<file path="config.mk">
export PLATFORM = sky130hd
export DESIGN_NAME = jtag_idcode_reader
export DESIGN_NICKNAME = d
export VERILOG_FILES = /design/src/rtl/jtag_idcode_reader.sv
export SDC_FILE = /design/constraint.sdc
export NUM_CORES = 1
export LEC_CHECK = 0
export CAP_MARGIN = 20
export CORE_MARGIN = 2
export CORE_UTILIZATION = 48
export DETAILED_ROUTE_END_ITERATION = 16
export PLACE_DENSITY = 0.71
export SKIP_CTS_REPAIR_TIMING = 1
export SLEW_MARGIN = 40
export SYNTH_ARGS = -nofsm -noshare
export SYNTH_HDL_FRONTEND = slang
export SYNTH_SLANG_ARGS = --single-unit
</file>
<file path="constraint.sdc">
create_clock -name tck -period 3.4 [get_ports tck]
set_clock_uncertainty 0.1 [all_clocks]
set_input_delay 0.51 -clock tck [delete_from_list [all_inputs] [get_ports tck]]
set_output_delay 0.51 -clock tck [all_outputs]
set_load 0.02 [all_outputs]
</file>
<file path="src/rtl/jtag_idcode_reader.sv">
// JTAG IDCODE reader: walks a target TAP through reset, IR load and DR shift
// and returns the captured data register contents.
module jtag_idcode_reader #(
    parameter int IR_WIDTH     = 4,
    parameter int DR_WIDTH     = 32,
    parameter int RESET_CYCLES = 5
) (
    input  logic                tck,
    input  logic                trst_n,
    input  logic                start,
    input  logic [IR_WIDTH-1:0] ir_in,
    output logic                tms_out,
    output logic                tdi_out,
    input  logic                tdo_in,
    output logic                busy,
    output logic                done,
    output logic [DR_WIDTH-1:0] result,
    output logic                id_ok
);

    localparam int MAX_A = (RESET_CYCLES > IR_WIDTH) ? RESET_CYCLES : IR_WIDTH;
    localparam int MAX_B = (MAX_A > DR_WIDTH) ? MAX_A : DR_WIDTH;
    localparam int MAX_C = (MAX_B > 4) ? MAX_B : 4;
    localparam int CNT_W = $clog2(MAX_C + 1);

    localparam logic [CNT_W-1:0] RC_LAST   = CNT_W'(RESET_CYCLES - 1);
    localparam logic [CNT_W-1:0] IR_LAST   = CNT_W'(IR_WIDTH - 1);
    localparam logic [CNT_W-1:0] IR_PEN    = CNT_W'(IR_WIDTH - 2);
    localparam logic [CNT_W-1:0] DR_LAST   = CNT_W'(DR_WIDTH - 1);
    localparam logic [CNT_W-1:0] DR_PEN    = CNT_W'(DR_WIDTH - 2);
    localparam logic [CNT_W-1:0] PATH_LAST = CNT_W'(3);

    typedef enum logic [3:0] {
        IDLE,
        TLR,
        RTI,
        SEL_IR_PATH,
        SHIFT_IR,
        UPD_IR_PATH,
        SHIFT_DR,
        UPD_DR_PATH,
        DONE
    } state_t;

    state_t              r_state;
    logic [CNT_W-1:0]    r_cnt;
    logic [IR_WIDTH-1:0] r_ir;
    logic [DR_WIDTH-1:0] r_shift;
    logic                r_tms;
    logic                r_tdi;
    logic                r_busy;
    logic                r_done;
    logic [DR_WIDTH-1:0] r_result;
    logic                r_id_ok;

    assign tms_out = r_tms;
    assign tdi_out = r_tdi;
    assign busy    = r_busy;
    assign done    = r_done;
    assign result  = r_result;
    assign id_ok   = r_id_ok;

    // Sequencer: each transition loads the TMS/TDI bit for the following cycle.
    always_ff @(posedge tck or negedge trst_n) begin
        if (!trst_n) begin
            r_state  <= IDLE;
            r_cnt    <= '0;
            r_ir     <= '0;
            r_shift  <= '0;
            r_tms    <= 1'b1;
            r_tdi    <= 1'b0;
            r_busy   <= 1'b0;
            r_done   <= 1'b0;
            r_result <= '0;
            r_id_ok  <= 1'b0;
        end else begin
            r_done <= 1'b0;
            unique case (r_state)
                IDLE: begin
                    if (start) begin
                        r_state <= TLR;
                        r_cnt   <= '0;
                        r_ir    <= ir_in;
                        r_tms   <= 1'b1;
                        r_tdi   <= 1'b0;
                        r_busy  <= 1'b1;
                    end
                end
                TLR: begin
                    if (r_cnt == RC_LAST) begin
                        r_state <= RTI;
                        r_cnt   <= '0;
                        r_tms   <= 1'b0;
                    end else begin
                        r_cnt <= r_cnt + 1'b1;
                        r_tms <= 1'b1;
                    end
                end
                RTI: begin
                    r_state <= SEL_IR_PATH;
                    r_cnt   <= '0;
                    r_tms   <= 1'b1;
                end
                SEL_IR_PATH: begin
                    if (r_cnt == PATH_LAST) begin
                        r_state <= SHIFT_IR;
                        r_cnt   <= '0;
                        r_tms   <= (IR_WIDTH == 1);
                        r_tdi   <= r_ir[0];
                        r_ir    <= r_ir >> 1;
                    end else begin
                        r_cnt <= r_cnt + 1'b1;
                        r_tms <= (r_cnt == '0);
                    end
                end
                SHIFT_IR: begin
                    if (r_cnt == IR_LAST) begin
                        r_state <= UPD_IR_PATH;
                        r_cnt   <= '0;
                        r_tms   <= 1'b1;
                        r_tdi   <= 1'b0;
                    end else begin
                        r_cnt <= r_cnt + 1'b1;
                        r_tms <= (r_cnt == IR_PEN);
                        r_tdi <= r_ir[0];
                        r_ir  <= r_ir >> 1;
                    end
                end
                UPD_IR_PATH: begin
                    if (r_cnt == PATH_LAST) begin
                        r_state <= SHIFT_DR;
                        r_cnt   <= '0;
                        r_tms   <= (DR_WIDTH == 1);
                    end else begin
                        r_cnt <= r_cnt + 1'b1;
                        r_tms <= (r_cnt == '0);
                    end
                end
                SHIFT_DR: begin
                    r_shift <= {tdo_in, r_shift[DR_WIDTH-1:1]};
                    if (r_cnt == DR_LAST) begin
                        r_state <= UPD_DR_PATH;
                        r_cnt   <= '0;
                        r_tms   <= 1'b1;
                    end else begin
                        r_cnt <= r_cnt + 1'b1;
                        r_tms <= (r_cnt == DR_PEN);
                    end
                end
                UPD_DR_PATH: begin
                    r_tms <= 1'b0;
                    if (r_cnt == '0) begin
                        r_cnt <= r_cnt + 1'b1;
                    end else begin
                        r_state  <= DONE;
                        r_cnt    <= '0;
                        r_busy   <= 1'b0;
                        r_done   <= 1'b1;
                        r_result <= r_shift;
                        r_id_ok  <= r_shift[0] && !(&r_shift);
                    end
                end
                DONE: begin
                    r_state <= IDLE;
                    r_cnt   <= '0;
                end
                default: begin
                    r_state <= IDLE;
                    r_cnt   <= '0;
                    r_tms   <= 1'b1;
                    r_tdi   <= 1'b0;
                    r_busy  <= 1'b0;
                end
            endcase
        end
    end

endmodule

</file>
After elaboration in Yosys (flattened, before gate mapping)
Index checks and enable logic that the tools add are counted.

$add $sub $neg: 1. Equal/unequal tests: 21. Muxes and demuxes: 32. Bitwise logic cells: 4. Reduce and logical (&&, ||, !) cells: 16.

Operators with widths (number): 4-bit two-way mux (10); 4-bit one-hot mux with 8 select lines (1); 32-bit AND reduction (1); 6-bit two-way mux (5); 6-bit one-hot mux with 5 select lines (1); 4-bit by 3-bit equality test with 1-bit output, second input constant (4); 2-bit != test, second input constant (8); 6-bit by 2-bit equality test with 1-bit output, second input constant (2); 6-bit by 5-bit equality test with 1-bit output, second input constant (2); 4-bit one-hot mux with 3 select lines (1); 1-bit two-way mux (11); 4-bit by 2-bit equality test with 1-bit output, second input constant (2); 1-bit one-hot mux with 7 select lines (1); 7-bit AND reduction (1); 7-bit OR reduction (1); 6-bit by 1-bit adder with 6-bit output, second input constant (1); 6-bit by 3-bit equality test with 1-bit output, second input constant (1); 6-bit zero test (1); 3-bit AND reduction (2); 6-bit OR reduction (1); 4-bit by 1-bit equality test with 1-bit output, second input constant (1); 4-bit equality test, second input constant (1); 4-bit zero test (1); 1-bit inverter (4); other kinds (9) (10).

Register bits: 83. Input bits: 8. Output and inout bits: 37. Word-level logic and storage cells: 84.

Longest topological paths before layout
Word-level depth: 4. Mapped depth: 9. Depth with buffers taken out: 7.

Least setup slack after synthesis
No wires, ideal clock.

Path kind: register to register. From: register r_cnt[0]. To: register r_cnt[4]. Library setup time: 125 ps. Arrival: 1706 ps. Slack: 1469 ps. Stages on the path, launching flop included: 9. Path buffers: 1. Clock period less this slack: 1931 ps. Cells stage by stage: dfrtp_1 inv_1 ha_1 nor3b_4 a311oi_2 or3_1 buf_6 nor3_2 o21ai_1.

Word-level cells in the longest chain between the ends: 3. Elaborated cells between the ends (all ways): 10. Classes of those cells: add/sub: 1; eq/ne: 3; mux: 5; reduce/logical: 1.

RTL lines: from (decl) (RTL line 46) `logic [CNT_W-1:0] r_cnt;`; from (signal assigned) (RTL line 95) `r_cnt <= r_cnt + 1'b1;`; from (signal assigned) (RTL line 112) `r_cnt <= r_cnt + 1'b1;`; from (signal assigned) (RTL line 123) `r_cnt <= r_cnt + 1'b1;`; 6-bit by 1-bit adder with 6-bit output, or another cell as far along; 6-bit two-way mux, on equally long branches; 6-bit one-hot mux with 5 select lines * (RTL line 78) `unique case (r_state)`.

Mark *: on every way between the ends. The rest lies on a longest branch, timed or not. A chain may end at the register's enable or synchronous reset.

Worst setup path in the final report
From: register r_cnt[0]. To: register r_state[0].

Word-level cells in the longest chain between the ends: 3. Elaborated cells between the ends (all ways): 11. Classes of those cells: eq/ne: 9; reduce/logical: 2.

RTL lines: 6-bit by 5-bit equality test with 1-bit output, or another cell as far along (RTL line 141) `if (r_cnt == DR_LAST) begin`; 2-bit != test (no line); 7-bit AND reduction (no line) *; to (signal assigned) (RTL line 142) `r_state <= UPD_DR_PATH;`; to (signal assigned) (RTL line 155) `r_state <= DONE;`; to (signal assigned) (RTL line 164) `r_state <= IDLE;`; to (decl) (RTL line 45) `state_t r_state;`.

Marks and branches as above.

==> reports/metrics.yaml <==
yosys:
  synth_edf_count: 0
  async_reset_ff_frac: 1.00
  yosysWarnings: 0
  synth-main-ff-cell: "dfrtp_1"
  ys_ff_latch: 83
  seq_area_frac_synth: 0.558
  syn_area_per_cell_sq_um: 13.6
  syn_inst: 275
  ys_types: 52
  netlist_area_sq_um: 3730
  syn-num-nets: 286
placed_design:
  io_buffers: 44
  dp_cells: 409
  pre_cts_ws_ns: 1.24
  hpwl_um: 4070
  placed_cell_area_sq_um: 4190
  gp_congestion: 0.763
layout:
  final_nets: 329
  fillerInstances: 622
  final-seq-area_sq_um: 2080
  final_core_util: 0.577
  instances_no_fill: 425
  fin_area_sq_um: 4390
  drive_gt1_frac: 0.316
  syn_to_final_growth_pct: 17.8
  antenna_cells: 0
  multi_input_area_sq_um: 1490
cts:
  cts_root_buffer: "clkbuf_8"
  cts_buffers: 9
  cts_tree: "yes"
  insertion_delay_ns: 0.35
  clkSlewWorstSetupHoldPaths_ns: 0.09
  clkSinkCount: 83
  cts_max_level: 3
  clock_path_buffers: 2
floorplan:
  die_h_um: 92.1
  core.rowCount: 32
  die_x_um: 92.1
  io_pins: 45
  dieArea_sq_um: 8490
  initial_utilization: 0.490
  fp.coreArea_sq_um: 7610
power_and_ir_drop:
  total_power_mw: 2.97
  power.density_nw_per_um2: 678
  power.leakage_nw: 1.99
  ir_worst_vdd_v: 0.000521
timing:
  worst_pin_slew_ns: 0.721
  slew_violations: 0
  period_share: 0.627
  rsz0062_at_grt: "false"
  fin_ws_ns: 1.27
  fmax_ghz: 0.469
  tns_ns: 0
  hold_violations: 0
  period_needed_ns: 2.13
  setup_violations: 0
  hold_ws_ns: 0.0948
  slew_headroom: 0.519
setup_path:
  crit_fanout: 6
  crit_type: "reg -> reg"
  required_ns: 3.54
  critPathCaptureType: "flip-flop"
  path_cells: "inv_1 > ha_1 > nor3b_4 > a311oi_2 > nor4_4 > mux2_1"
  crit_family: "simple AND/OR/NAND/NOR gates"
  crit_slowest_cell: "nor4_4"
  arrival_ns: 2.27
  rrSetupSlack_ns: 1.27
  crit_buf_inv: 1
  slowest_delay_ns: 0.45
  critPathLaunchType: "flip-flop"
drt:
  vias_per_cell: 5.37
  drt-met1-wl_um: 2930
  drc: 0
  met3_wirelength_um: 158
  routed-via-count: 2281
  top_layer_used: "met4"
  antenna_left: 0
  first_iter_violations: 52
  first_pass_iters: 4
  routed_wl_um: 6160
  wl_met2_um: 2950
  wl_per_cell_um: 14.5
global_route:
  antenna_found_initial: 0
  grt_max_degree: 84
  grt-ovfl-total: 0
  grt_pass1_wl_um: 10700
  track_usage: 0.157
  grt_pass1_vias: 2296
hold_path:
  min_path_type: "in -> async"
run:
  max_cap_violations: 0
run_status:
  outcome: "finished, final reports clean"
[worst register-to-register path, stage by stage, from the launching register on]
cell and delay, ns:
dfrtp_1 0.40, inv_1 0.13, ha_1 0.18, nor3b_4 0.23, a311oi_2 0.18, nor4_4 0.45
mux2_1 0.36
[cells by family (layout without fill, tap and decap cells)]
| kind of cell | count (synthesis) | in the layout | synth area share |
|---|---|---|---|
| fa+ha+maj | 3 | 3 | 0.0101 |
| simple gates | 60 | 60 | 0.106 |
| buf+inv | 23 | 71 | 0.0433 |
| mux | 73 | 73 | 0.220 |
| flops | 83 | 83 | 0.558 |
| compound gates | 33 | 33 | 0.0628 |
[final cells by class]
| type | count | area share |
|---|---|---|
| Tap cell | 102 | 0.0291 |
| Sequential cell | 83 | 0.473 |
| Clock inverter | 6 | 0.0168 |
| Inverter | 8 | 0.00684 |
| Multi-Input combinational cell | 169 | 0.339 |
| Timing Repair Buffer | 47 | 0.106 |
| Clock buffer | 10 | 0.0291 |
[synth_stat cells, drive strengths merged, types with 2 or more instances]
cell type,number,area share
nor3,4,0.0094
o21ai,12,0.016
buf,11,0.023
inv,8,0.0081
nor2b,4,0.0067
and3,3,0.0050
nand4,7,0.012
dfrtp,82,0.55
and2,2,0.0034
clkbuf,4,0.012
nand2,8,0.0081
nor4,4,0.011
a21oi,6,0.0081
a32o,2,0.0054
and4,2,0.0050
or3,3,0.0050
nand3,3,0.0040
or2,2,0.0034
nor2,9,0.0091
o22ai,2,0.0034
ha,3,0.010
mux2,72,0.22
[routing by layer]
layer | global-route usage | up-vias
met5 | 0 | -
met4 | 0.0647 | 0
met1 | 0.206 | 1141
li1 | - | 1091
met3 | 0.0304 | 12
met2 | 0.257 | 37
[worst paths after layout]
kind | cells after the start | to | startpoint
max reg2reg | 6 | r_state[0] | r_cnt[0]
max in group asynchronous | 1 | r_shift[27] | trst_n
min in group tck | 1 | r_ir[0] | r_ir[0]
min | 1 | result[10] | trst_n
max | 6 | r_state[0] | r_cnt[0]
min reg2reg | 1 | r_ir[0] | r_ir[0]
[state kept, by name, indices dropped and copies added, names as in the netlist]
name,cells
r_ir,4
id_ok,1
r_shift,32
tdi_out,1
r_state,4
r_cnt,6
result,32
tms_out,1
busy,1
done,1
[where the power goes]
part	leakage, nW	internal, mW	switching [mW]
Combinational	0.766	0.486	0.459
Clock	0.101	0.347	0.364
Sequential	1.13	1.14	0.182
[cells in the final DEF, fill, tap and decap left out, types with 2 or more instances in the layout]
| cell | synthesis | layout |
|---|---|---|
| nand4_1 | 7 | 7 |
| ha_1 | 3 | 3 |
| nand3_1 | 3 | 3 |
| o21ai_1 | 3 | 3 |
| a21oi_1 | 6 | 6 |
| nor2b_1 | 4 | 4 |
| nor4_1 | 3 | 3 |
| buf_4 | 0 | 3 |
| dfrtp_1 | 82 | 82 |
| o22ai_1 | 2 | 2 |
| and2_1 | 2 | 2 |
| clkinv_4 | 0 | 4 |
| clkdlybuf4s50_1 | 0 | 43 |
| mux2_2 | 71 | 71 |
| nor2_1 | 9 | 9 |
| o21ai_0 | 9 | 9 |
| a32o_1 | 2 | 2 |
| nand2_1 | 8 | 8 |
| or3_1 | 3 | 3 |
| and3_1 | 3 | 3 |
| nor3_2 | 3 | 3 |
| clkbuf_8 | 3 | 9 |
| inv_1 | 8 | 8 |
Note: power is estimated with default switching activity, not from simulation.
